`config.mk`:
```
export PLATFORM = sky130hd
export DESIGN_NAME = adder_arbiter_ctrl_flat
export DESIGN_NICKNAME = d
export VERILOG_FILES = /design/src/rtl/adder_arbiter_ctrl_if.sv /design/src/rtl/adder_arbiter_ctrl.sv /design/src/flat_wrapper.sv
export SDC_FILE = /design/constraint.sdc
export NUM_CORES = 1
export LEC_CHECK = 0
export ABC_AREA = 1
export CAP_MARGIN = 30
export CORE_MARGIN = 4
export CORE_UTILIZATION = 50
export CTS_BUF_LIST = sky130_fd_sc_hd__clkbuf_4
export CTS_CLUSTER_DIAMETER = 150
export DETAILED_ROUTE_END_ITERATION = 7
export GPL_ROUTABILITY_DRIVEN = 0
export GPL_TIMING_DRIVEN = 0
export PLACE_DENSITY = 0.83
export SLEW_MARGIN = 0
export SYNTH_ARGS = -nofsm -noshare
export SYNTH_HDL_FRONTEND = slang
export SYNTH_SLANG_ARGS = --single-unit
export TNS_END_PERCENT = 30
```
`constraint.sdc`:
```
create_clock -name clk -period 2.85 [get_ports clk]
set_clock_uncertainty 0.15 [all_clocks]
set_input_delay 0.285 -clock clk [delete_from_list [all_inputs] [get_ports clk]]
set_output_delay 0.285 -clock clk [all_outputs]
set_load 0.005 [all_outputs]
```
`src/rtl/adder_arbiter_ctrl_if.sv`:
```
// Request/response, adder datapath and descriptor (cfg) signals of adder_arbiter_ctrl.
// master = the arbiter/sequencer itself, slave = clients, consumer and adder around it.
interface adder_arbiter_ctrl_if;
  logic       req0_valid, req0_ready, req0_off_en;
  logic [7:0] req0_a, req0_b, req0_off;
  logic       req1_valid, req1_ready, req1_off_en;
  logic [7:0] req1_a, req1_b, req1_off;
  logic       rsp_valid, rsp_ready, rsp_id, rsp_carry, rsp_err;
  logic [7:0] rsp_sum;
  logic [7:0] add_a, add_b, add_sum;
  logic       add_val, add_carry, add_rdy;
  logic       cfg_req_valid, cfg_wr_rd;
  logic [2:0] cfg_addr;
  logic [7:0] cfg_value;
  logic       busy;

  modport master (
    input  req0_valid, req0_a, req0_b, req0_off_en, req0_off,
           req1_valid, req1_a, req1_b, req1_off_en, req1_off,
           rsp_ready, add_sum, add_carry, add_rdy,
    output req0_ready, req1_ready, rsp_valid, rsp_id, rsp_sum, rsp_carry, rsp_err,
           add_a, add_b, add_val, cfg_req_valid, cfg_wr_rd, cfg_addr, cfg_value, busy
  );

  modport slave (
    output req0_valid, req0_a, req0_b, req0_off_en, req0_off,
           req1_valid, req1_a, req1_b, req1_off_en, req1_off,
           rsp_ready, add_sum, add_carry, add_rdy,
    input  req0_ready, req1_ready, rsp_valid, rsp_id, rsp_sum, rsp_carry, rsp_err,
           add_a, add_b, add_val, cfg_req_valid, cfg_wr_rd, cfg_addr, cfg_value, busy
  );
endinterface

```
`src/rtl/adder_arbiter_ctrl.sv`:
```
// Two-channel round-robin arbiter/sequencer for the pipelined 8-bit adder: programs the
// adder's offset config only when its shadow copy differs, issues, waits, returns result.
module adder_arbiter_ctrl #(
  parameter int WAIT_MAX = 8
) (
  input  logic                 clk,
  input  logic                 rst,
  adder_arbiter_ctrl_if.master bus
);
  localparam int CW = $clog2(WAIT_MAX + 1);

  typedef enum logic [2:0] {IDLE, CFG_OFF, CFG_CTL, ISSUE, WAIT, CAPT, RESP} state_t;
  typedef struct packed {
    logic [7:0] a;
    logic [7:0] b;
    logic       off_en;
    logic [7:0] off;
    logic       id;
  } req_t;

  state_t        state, nxt;
  req_t          cur, sel, src;
  logic          last_grant, gnt, gnt_id;
  logic [1:0]    vld;
  logic [7:0]    sh_ctl, sh_off;
  logic [CW-1:0] wait_cnt;

  assign vld = {bus.req1_valid, bus.req0_valid};

  always_comb begin
    gnt    = |vld;
    gnt_id = (vld == 2'b11) ? ~last_grant : vld[1];
    sel    = gnt_id ? {bus.req1_a, bus.req1_b, bus.req1_off_en, bus.req1_off, 1'b1}
                    : {bus.req0_a, bus.req0_b, bus.req0_off_en, bus.req0_off, 1'b0};
    src    = (state == IDLE) ? sel : cur;
  end

  assign bus.req0_ready = (state == IDLE) && gnt && !gnt_id;
  assign bus.req1_ready = (state == IDLE) && gnt &&  gnt_id;
  assign bus.busy       = (state != IDLE);

  // WAIT runs with the counter at 0..WAIT_MAX, so an abandoned add reports at t0+WAIT_MAX+3.
  always_comb begin
    nxt = state;
    case (state)
      IDLE:
        if (gnt) begin
          if (sel.off_en && sh_off != sel.off)      nxt = CFG_OFF;
          else if (sh_ctl != {7'b0, sel.off_en})    nxt = CFG_CTL;
          else                                      nxt = ISSUE;
        end
      CFG_OFF: nxt = (sh_ctl != {7'b0, cur.off_en}) ? CFG_CTL : ISSUE;
      CFG_CTL: nxt = ISSUE;
      ISSUE:   nxt = WAIT;
      WAIT:
        if (bus.add_rdy)                    nxt = CAPT;
        else if (wait_cnt == CW'(WAIT_MAX)) nxt = RESP;
      CAPT:    nxt = RESP;
      RESP:    if (bus.rsp_ready) nxt = IDLE;
      default: nxt = IDLE;
    endcase
  end

  always_ff @(posedge clk) begin
    if (rst) begin
      state             <= IDLE;
      cur               <= '0;
      last_grant        <= 1'b1;
      sh_ctl            <= 8'h00;
      sh_off            <= 8'h00;
      wait_cnt          <= '0;
      bus.rsp_valid     <= 1'b0;
      bus.rsp_id        <= 1'b0;
      bus.rsp_sum       <= 8'h00;
      bus.rsp_carry     <= 1'b0;
      bus.rsp_err       <= 1'b0;
      bus.add_a         <= 8'h00;
      bus.add_b         <= 8'h00;
      bus.add_val       <= 1'b0;
      bus.cfg_req_valid <= 1'b0;
      bus.cfg_wr_rd     <= 1'b0;
      bus.cfg_addr      <= 3'b000;
      bus.cfg_value     <= 8'h00;
    end else begin
      state             <= nxt;
      bus.cfg_req_valid <= 1'b0;
      bus.cfg_wr_rd     <= 1'b0;
      bus.add_val       <= 1'b0;
      if (state == IDLE && gnt) begin
        cur        <= sel;
        last_grant <= gnt_id;
      end
      if (state == WAIT && nxt == WAIT) wait_cnt <= wait_cnt + 1'b1;
      // Outputs are loaded on entry to each state so they line up with it.
      if (nxt != state) begin
        case (nxt)
          CFG_OFF: begin
            bus.cfg_req_valid <= 1'b1;
            bus.cfg_wr_rd     <= 1'b1;
            bus.cfg_addr      <= 3'b001;
            bus.cfg_value     <= src.off;
            sh_off            <= src.off;
          end
          CFG_CTL: begin
            bus.cfg_req_valid <= 1'b1;
            bus.cfg_wr_rd     <= 1'b1;
            bus.cfg_addr      <= 3'b000;
            bus.cfg_value     <= {7'b0, src.off_en};
            sh_ctl            <= {7'b0, src.off_en};
          end
          ISSUE: begin
            bus.add_a   <= src.a;
            bus.add_b   <= src.b;
            bus.add_val <= 1'b1;
          end
          WAIT: wait_cnt <= '0;
          RESP: begin
            bus.rsp_valid <= 1'b1;
            bus.rsp_id    <= cur.id;
            bus.rsp_err   <= (state == WAIT);
            bus.rsp_sum   <= (state == WAIT) ? 8'h00 : bus.add_sum;
            bus.rsp_carry <= (state != WAIT) && bus.add_carry;
          end
          IDLE:    bus.rsp_valid <= 1'b0;
          default: ;
        endcase
      end
    end
  end
endmodule

```
`src/flat_wrapper.sv`:
```
// flat-port wrapper written by rule: the top's interface ports become plain ports
module adder_arbiter_ctrl_flat 
#(
  parameter int WAIT_MAX = 8
)
  (clk, rst, bus_req0_valid, bus_req0_a, bus_req0_b, bus_req0_off_en, bus_req0_off, bus_req1_valid, bus_req1_a, bus_req1_b, bus_req1_off_en, bus_req1_off, bus_rsp_ready, bus_add_sum, bus_add_carry, bus_add_rdy, bus_req0_ready, bus_req1_ready, bus_rsp_valid, bus_rsp_id, bus_rsp_sum, bus_rsp_carry, bus_rsp_err, bus_add_a, bus_add_b, bus_add_val, bus_cfg_req_valid, bus_cfg_wr_rd, bus_cfg_addr, bus_cfg_value, bus_busy);
  adder_arbiter_ctrl_if bus_i ();
  input  logic clk;
  input  logic rst;
  input wire logic [$bits(bus_i.req0_valid)-1:0] bus_req0_valid;
  input wire logic [$bits(bus_i.req0_a)-1:0] bus_req0_a;
  input wire logic [$bits(bus_i.req0_b)-1:0] bus_req0_b;
  input wire logic [$bits(bus_i.req0_off_en)-1:0] bus_req0_off_en;
  input wire logic [$bits(bus_i.req0_off)-1:0] bus_req0_off;
  input wire logic [$bits(bus_i.req1_valid)-1:0] bus_req1_valid;
  input wire logic [$bits(bus_i.req1_a)-1:0] bus_req1_a;
  input wire logic [$bits(bus_i.req1_b)-1:0] bus_req1_b;
  input wire logic [$bits(bus_i.req1_off_en)-1:0] bus_req1_off_en;
  input wire logic [$bits(bus_i.req1_off)-1:0] bus_req1_off;
  input wire logic [$bits(bus_i.rsp_ready)-1:0] bus_rsp_ready;
  input wire logic [$bits(bus_i.add_sum)-1:0] bus_add_sum;
  input wire logic [$bits(bus_i.add_carry)-1:0] bus_add_carry;
  input wire logic [$bits(bus_i.add_rdy)-1:0] bus_add_rdy;
  output wire logic [$bits(bus_i.req0_ready)-1:0] bus_req0_ready;
  output wire logic [$bits(bus_i.req1_ready)-1:0] bus_req1_ready;
  output wire logic [$bits(bus_i.rsp_valid)-1:0] bus_rsp_valid;
  output wire logic [$bits(bus_i.rsp_id)-1:0] bus_rsp_id;
  output wire logic [$bits(bus_i.rsp_sum)-1:0] bus_rsp_sum;
  output wire logic [$bits(bus_i.rsp_carry)-1:0] bus_rsp_carry;
  output wire logic [$bits(bus_i.rsp_err)-1:0] bus_rsp_err;
  output wire logic [$bits(bus_i.add_a)-1:0] bus_add_a;
  output wire logic [$bits(bus_i.add_b)-1:0] bus_add_b;
  output wire logic [$bits(bus_i.add_val)-1:0] bus_add_val;
  output wire logic [$bits(bus_i.cfg_req_valid)-1:0] bus_cfg_req_valid;
  output wire logic [$bits(bus_i.cfg_wr_rd)-1:0] bus_cfg_wr_rd;
  output wire logic [$bits(bus_i.cfg_addr)-1:0] bus_cfg_addr;
  output wire logic [$bits(bus_i.cfg_value)-1:0] bus_cfg_value;
  output wire logic [$bits(bus_i.busy)-1:0] bus_busy;
  assign bus_i.req0_valid = bus_req0_valid;
  assign bus_i.req0_a = bus_req0_a;
  assign bus_i.req0_b = bus_req0_b;
  assign bus_i.req0_off_en = bus_req0_off_en;
  assign bus_i.req0_off = bus_req0_off;
  assign bus_i.req1_valid = bus_req1_valid;
  assign bus_i.req1_a = bus_req1_a;
  assign bus_i.req1_b = bus_req1_b;
  assign bus_i.req1_off_en = bus_req1_off_en;
  assign bus_i.req1_off = bus_req1_off;
  assign bus_i.rsp_ready = bus_rsp_ready;
  assign bus_i.add_sum = bus_add_sum;
  assign bus_i.add_carry = bus_add_carry;
  assign bus_i.add_rdy = bus_add_rdy;
  assign bus_req0_ready = bus_i.req0_ready;
  assign bus_req1_ready = bus_i.req1_ready;
  assign bus_rsp_valid = bus_i.rsp_valid;
  assign bus_rsp_id = bus_i.rsp_id;
  assign bus_rsp_sum = bus_i.rsp_sum;
  assign bus_rsp_carry = bus_i.rsp_carry;
  assign bus_rsp_err = bus_i.rsp_err;
  assign bus_add_a = bus_i.add_a;
  assign bus_add_b = bus_i.add_b;
  assign bus_add_val = bus_i.add_val;
  assign bus_cfg_req_valid = bus_i.cfg_req_valid;
  assign bus_cfg_wr_rd = bus_i.cfg_wr_rd;
  assign bus_cfg_addr = bus_i.cfg_addr;
  assign bus_cfg_value = bus_i.cfg_value;
  assign bus_busy = bus_i.busy;
  adder_arbiter_ctrl #(.WAIT_MAX(WAIT_MAX)) u_core (.clk(clk), .rst(rst), .bus(bus_i));
endmodule
```
# == Word-level counts from Yosys, hierarchy flattened ==
# Index checks and enable logic that the tools add are counted.
# op_classes
n_eq_ne,18
reduce_logical,21
n_bitwise,2
n_addsub,1
mux,20
# op_table
op,n
$mux W26,2
$pmux W3 S7,1
$pmux W8 S2,1
$eq A3 B3 Y1 const B,5
$mux W3,5
$eq A3 B2 Y1 const B,4
$mux W4,3
$reduce_and A2 Y1,6
$mux W8,1
$ne A8 B8 Y1,1
$eq A3 B1 Y1 const B,2
$logic_and A1 B1 Y1,6
$logic_not A3 Y1,2
$pmux W3 S2,1
$reduce_or A2 Y1,3
$mux W1,5
$add A4 B1 Y4 const B,1
$eq A4 B4 Y1 const B,1
$reduce_bool A2 Y1,2
$ne A3 B3 Y1,1
$ne A3 B3 Y1 const B,1
$reduce_bool A3 Y1,1
$eq A2 B2 Y1 const B,1
$ne A1 B1 Y1,2
3 further kinds,4
# word_totals
output_inout_bits,45
ff_bits,84
elab_cells,83
input_bits,65

# == Longest topological paths before layout ==
# depth
ltp_word,13
ltp_mapped,21

# == Worst setup path before layout ==
# OpenSTA, ideal clock, no wires.
# synth_path
path_type,register to register
startpoint,register u_core.wait_cnt[0]
endpoint,register u_core.bus.cfg_value[7] (netlist bit)
arrival_ps,1821
n_path_buf,2
stages_incl_launch_ff,15
slack_ps,747
synth_period_minus_slack_ps,2103
path_cell_list,dfxtp_1 > inv_1 > ha_1 > nand2_1 > nor2_1 > nor2_1 > nor3_1 > nor4_1 > nand2_2 > buf_6 > nor2_2 > nand2_4 > buf_6 > nand3_1 > a21oi_1
# synth_via
elab_chain_cells,7
word_cells_on_any_way,10
# synth_rtl
element,line_no,rtl
from (decl),adder_arbiter_ctrl.sv:26,logic [CW-1:0] wait_cnt;
from (signal assigned),adder_arbiter_ctrl.sv:93,if (state == WAIT && nxt == WAIT) wait_cnt <= wait_cnt + 1'b1;
$eq A4 B4 Y1 *,adder_arbiter_ctrl.sv:57,else if (wait_cnt == CW'(WAIT_MAX)) nxt = RESP;
$mux W3 *,adder_arbiter_ctrl.sv:57,
$mux W3 *,adder_arbiter_ctrl.sv:56,if (bus.add_rdy) nxt = CAPT;
$pmux W3 S7 *,adder_arbiter_ctrl.sv:45,case (state)
$eq A3 B2 Y1 / $eq A3 B1 Y1 (equally long branches),adder_arbiter_ctrl.sv:96,case (nxt)
$reduce_bool A2 Y1 (no source line),--,
$reduce_and A2 Y1 (no source line),--,
to (signal assigned),adder_arbiter_ctrl.sv:101,bus.cfg_value <= src.off;
to (signal assigned),adder_arbiter_ctrl.sv:108,"bus.cfg_value <= {7'b0, src.off_en};"
to (decl),adder_arbiter_ctrl_if.sv:22,"add_a, add_b, add_val, cfg_req_valid, cfg_wr_rd, cfg_addr, cfg_value, busy"
# Every way passes the cells marked *; elsewhere a longest branch is shown, timed or not.
# A chain may end at the register's enable or synchronous reset.

# == Worst setup path in the final report ==
# layout_path
startpoint,register u_core.state[1]
endpoint,output port bus_req1_ready
# layout_via
elab_chain_cells,3
# layout_rtl
element,line_no,rtl
from (decl),adder_arbiter_ctrl.sv:21,"state_t state, nxt;"
from (signal assigned),adder_arbiter_ctrl.sv:85,state <= nxt;
$logic_not A3 Y1,adder_arbiter_ctrl.sv:39,assign bus.req1_ready = (state == IDLE) && gnt && gnt_id;
$logic_and A1 B1 Y1 (2 in series),adder_arbiter_ctrl.sv:39,
to (decl),flat_wrapper.sv:25,output wire logic [$bits(bus_i.req1_ready)-1:0] bus_req1_ready;
# No other way between the ends.

==> impl_metrics.json <==
{
  "outcome": "finished clean",
  "drc": 0,
  "cts.clk_slew.worst_paths_ns": 0.13,
  "final_nets": 753,
  "ios": 110,
  "pwr-share-clk": 0.123,
  "grt_pass1_vias": 4036,
  "pwr-share-seq": 0.333,
  "final_common_cell": "nand2_1",
  "clockRootBuffer": "clkbuf_4",
  "cts-htree-levels": 3,
  "wl_um": 10990,
  "grt-ovfl-total": 0,
  "final_cells": 793,
  "dpl.cell_count": 776,
  "area_growth_pct": 33.40,
  "place_hpwl_um": 8456,
  "crit_path_start": "u_core.state[1]",
  "rrSetupSlack_ns": 0.36,
  "yosys.area.top_type": "dfxtp_1",
  "detailed_place.area_mm2": 0.005245,
  "firstDrtPassIters": 5,
  "setup_viol": 0,
  "wire_per_inst_um": 13.85,
  "grt_start_max_net_pins": 14,
  "fin_crit_ns": 2.764,
  "cts_buffers": 9,
  "synth_area_mm2": 0.004043,
  "numClockSinks": 82,
  "postCtsHoldBufs": 0,
  "timing.final.crit_share": 0.9698,
  "clk_path_buf_depth": 2,
  "port_buffers": 107,
  "worst_pin_slew_ns": 0.6070,
  "grt_usage": 0.2284,
  "cp-end-kind": "output pin",
  "drv_cap": 0,
  "grt_antenna_before_repair": 0,
  "maxSlewHeadroom": 0.5953,
  "final_cell_mix": "nand2_1, clkdlybuf4s50_1, dfxtp_1",
  "routed_via_density": 5.262,
  "dieArea_mm2": 0.009588,
  "crit_required_ns": 2.41,
  "diodes": 0,
  "ant_nets": 0,
  "yosysUniqueCellTypes": 31,
  "core_area_mm2": 0.007807,
  "yosysWarnings": 0,
  "fillers": 691,
  "drv_slew": 0,
  "initial_core_util": 0.5178,
  "synth.avg_cell_area_um2": 7.142,
  "pwr_density_cell_mw_per_mm2": 1003,
  "synthTopCellsByArea": "dfxtp_1, nand2_1, a21oi_1",
  "netlist.area_leader.share": 0.4061,
  "layout-drive-gt1-share": 0.07525,
  "power.switching_mw": 2.386,
  "setup_tns_ns": 0,
  "critPathLaunchType": "flop",
  "final_util": 0.6907,
  "grt_first_pass_wirelength_um": 18330,
  "design_area_mm2": 0.005393,
  "hold_violations": 0,
  "reg2reg_from": "u_core.wait_cnt[0]",
  "rsz0062_at_grt": "true",
  "dieHeight_um": 97.92,
  "vias": 4173,
  "tritoncts": "done",
  "drt-initial-drc-count": 317,
  "pwr-share-comb": 0.544,
  "worstPathArrival_ns": 2.33,
  "swShare": 0.4409,
  "p_leak_nw": 2.324,
  "die_w_um": 97.92,
  "clkLatencyLatePin_ns": 0.43,
  "syn_inst": 566,
  "fmax_mhz": 361.8,
  "fp-row-count": 32,
  "ys_ff_latch": 82,
  "ir_drop_mv": 0.6682,
  "ys_seq_area_frac": 0.4061,
  "p_total_mw": 5.411,
  "cp_max_fo": 10,
  "hp-start": "u_core.cur[0]",
  "hp-class": "flop to flop",
  "power.internal_mw": 3.025,
  "path_class": "flop to output pin"
}
Yosys cell counts (all sizes together):
master,n
a21oi,72
a31oi,1
buf,16
clkbuf,18
conb,1
dfxtp,82
ha,2
inv,55
mux2i,16
nand2,149
nand3,36
nand3b,7
nand4,1
nor2,47
nor3,2
nor4,1
o2111ai,16
o21ai,40
or2,1
xnor2,1
xor2,2
per-layer routing:
metal,routed length (um),vias up,track usage
met1,4698,1889,0.2877
met5,0,-,0
li1,-,2093,-
met3,838,22,0.04500
met2,5234,169,0.3853
met4,216,0,0.08733
worst paths after layout:
path                                           end  cells after the start
worst min register to register       u_core.cur[0]                      2
worst max-delay path                bus_req1_ready                      7
worst max register to register  u_core.wait_cnt[0]                     13
worst min-delay path                 u_core.cur[0]                      2
registers in the layout (all words and copies together) (netlist names):
name                  cells
u_core.bus.add_a          8
u_core.bus.add_b          8
u_core.bus.add_val        1
u_core.bus.cfg_addr       1
u_core.bus.cfg_value      8
u_core.bus.cfg_wr_rd      1
u_core.bus.rsp_carry      1
u_core.bus.rsp_err        1
u_core.bus.rsp_id         1
u_core.bus.rsp_sum        8
u_core.bus.rsp_valid      1
u_core.cur               26
u_core.last_grant         1
u_core.sh_ctl             1
u_core.sh_off             8
u_core.state              3
u_core.wait_cnt           4
repair_timing:
| action | 4_1_cts | 5_1_grt |
|---|---|---|
| gates cloned | 0 | 0 |
| resized for setup | 1 | 1 |
| pin swaps | 0 | 1 |
| endpoints found under the setup margin | 1 | 2 |
| setup buffers | 0 | 1 |
| endpoints found under the hold margin | 0 | 0 |
power by group through the flow:
stage               combinational [mW]  clock [mW]  sequential (mW)
floorplan                         1.87           0             1.79
global placement                  2.80           0             1.80
detailed placement                2.88           0             1.82
CTS                               2.91       0.668             1.80
global route                      3.25       0.713             1.85
finish                            2.94       0.663             1.80
stage by stage:
step / setup WS, ns / hold slack [ns]
CTS: 0.04376 / 0.3270
floorplan: 0.7466 / 0.2858
finish: 0.08609 / 0.3258
global route: -0.02334 / 0.3459
detailed placement: -0.04737 / 0.3088
global placement: 0.01771 / 0.2986
cell families after synthesis:
logic type | share of synthesized area
multiplexers | 0.03962
adder cells (fa/ha/maj) | 0.006189
XOR/XNOR | 0.006501
AO/OA/AOI/OAI | 0.1749
other | 0.0009276
buffers and inverters | 0.09718
AND/OR/NAND/NOR | 0.2686
flip-flops | 0.4061
final cells by class:
type | instances | area, um^2 | area share
plain buffers | 34 | 186.4 | 0.03457
clock buffers | 10 | 75.07 | 0.01392
clock inverters | 6 | 57.56 | 0.01067
inverters | 55 | 206.4 | 0.03828
multi-input cells | 396 | 2019 | 0.3745
flip-flops and latches | 82 | 1642 | 0.3044
well taps | 102 | 127.6 | 0.02367
repair buffers | 108 | 1079 | 0.2000
worst max-delay path: stages (launching register included):
cell and delay, ns:
dfxtp_1 0.38, nor2_1 0.13, inv_2 0.05, nor2_2 0.22
inv_1 0.15, clkbuf_1 0.24, nor2_2 0.19, clkdlybuf4s50_1 0.53
Power figures use the tool's default switching activity.
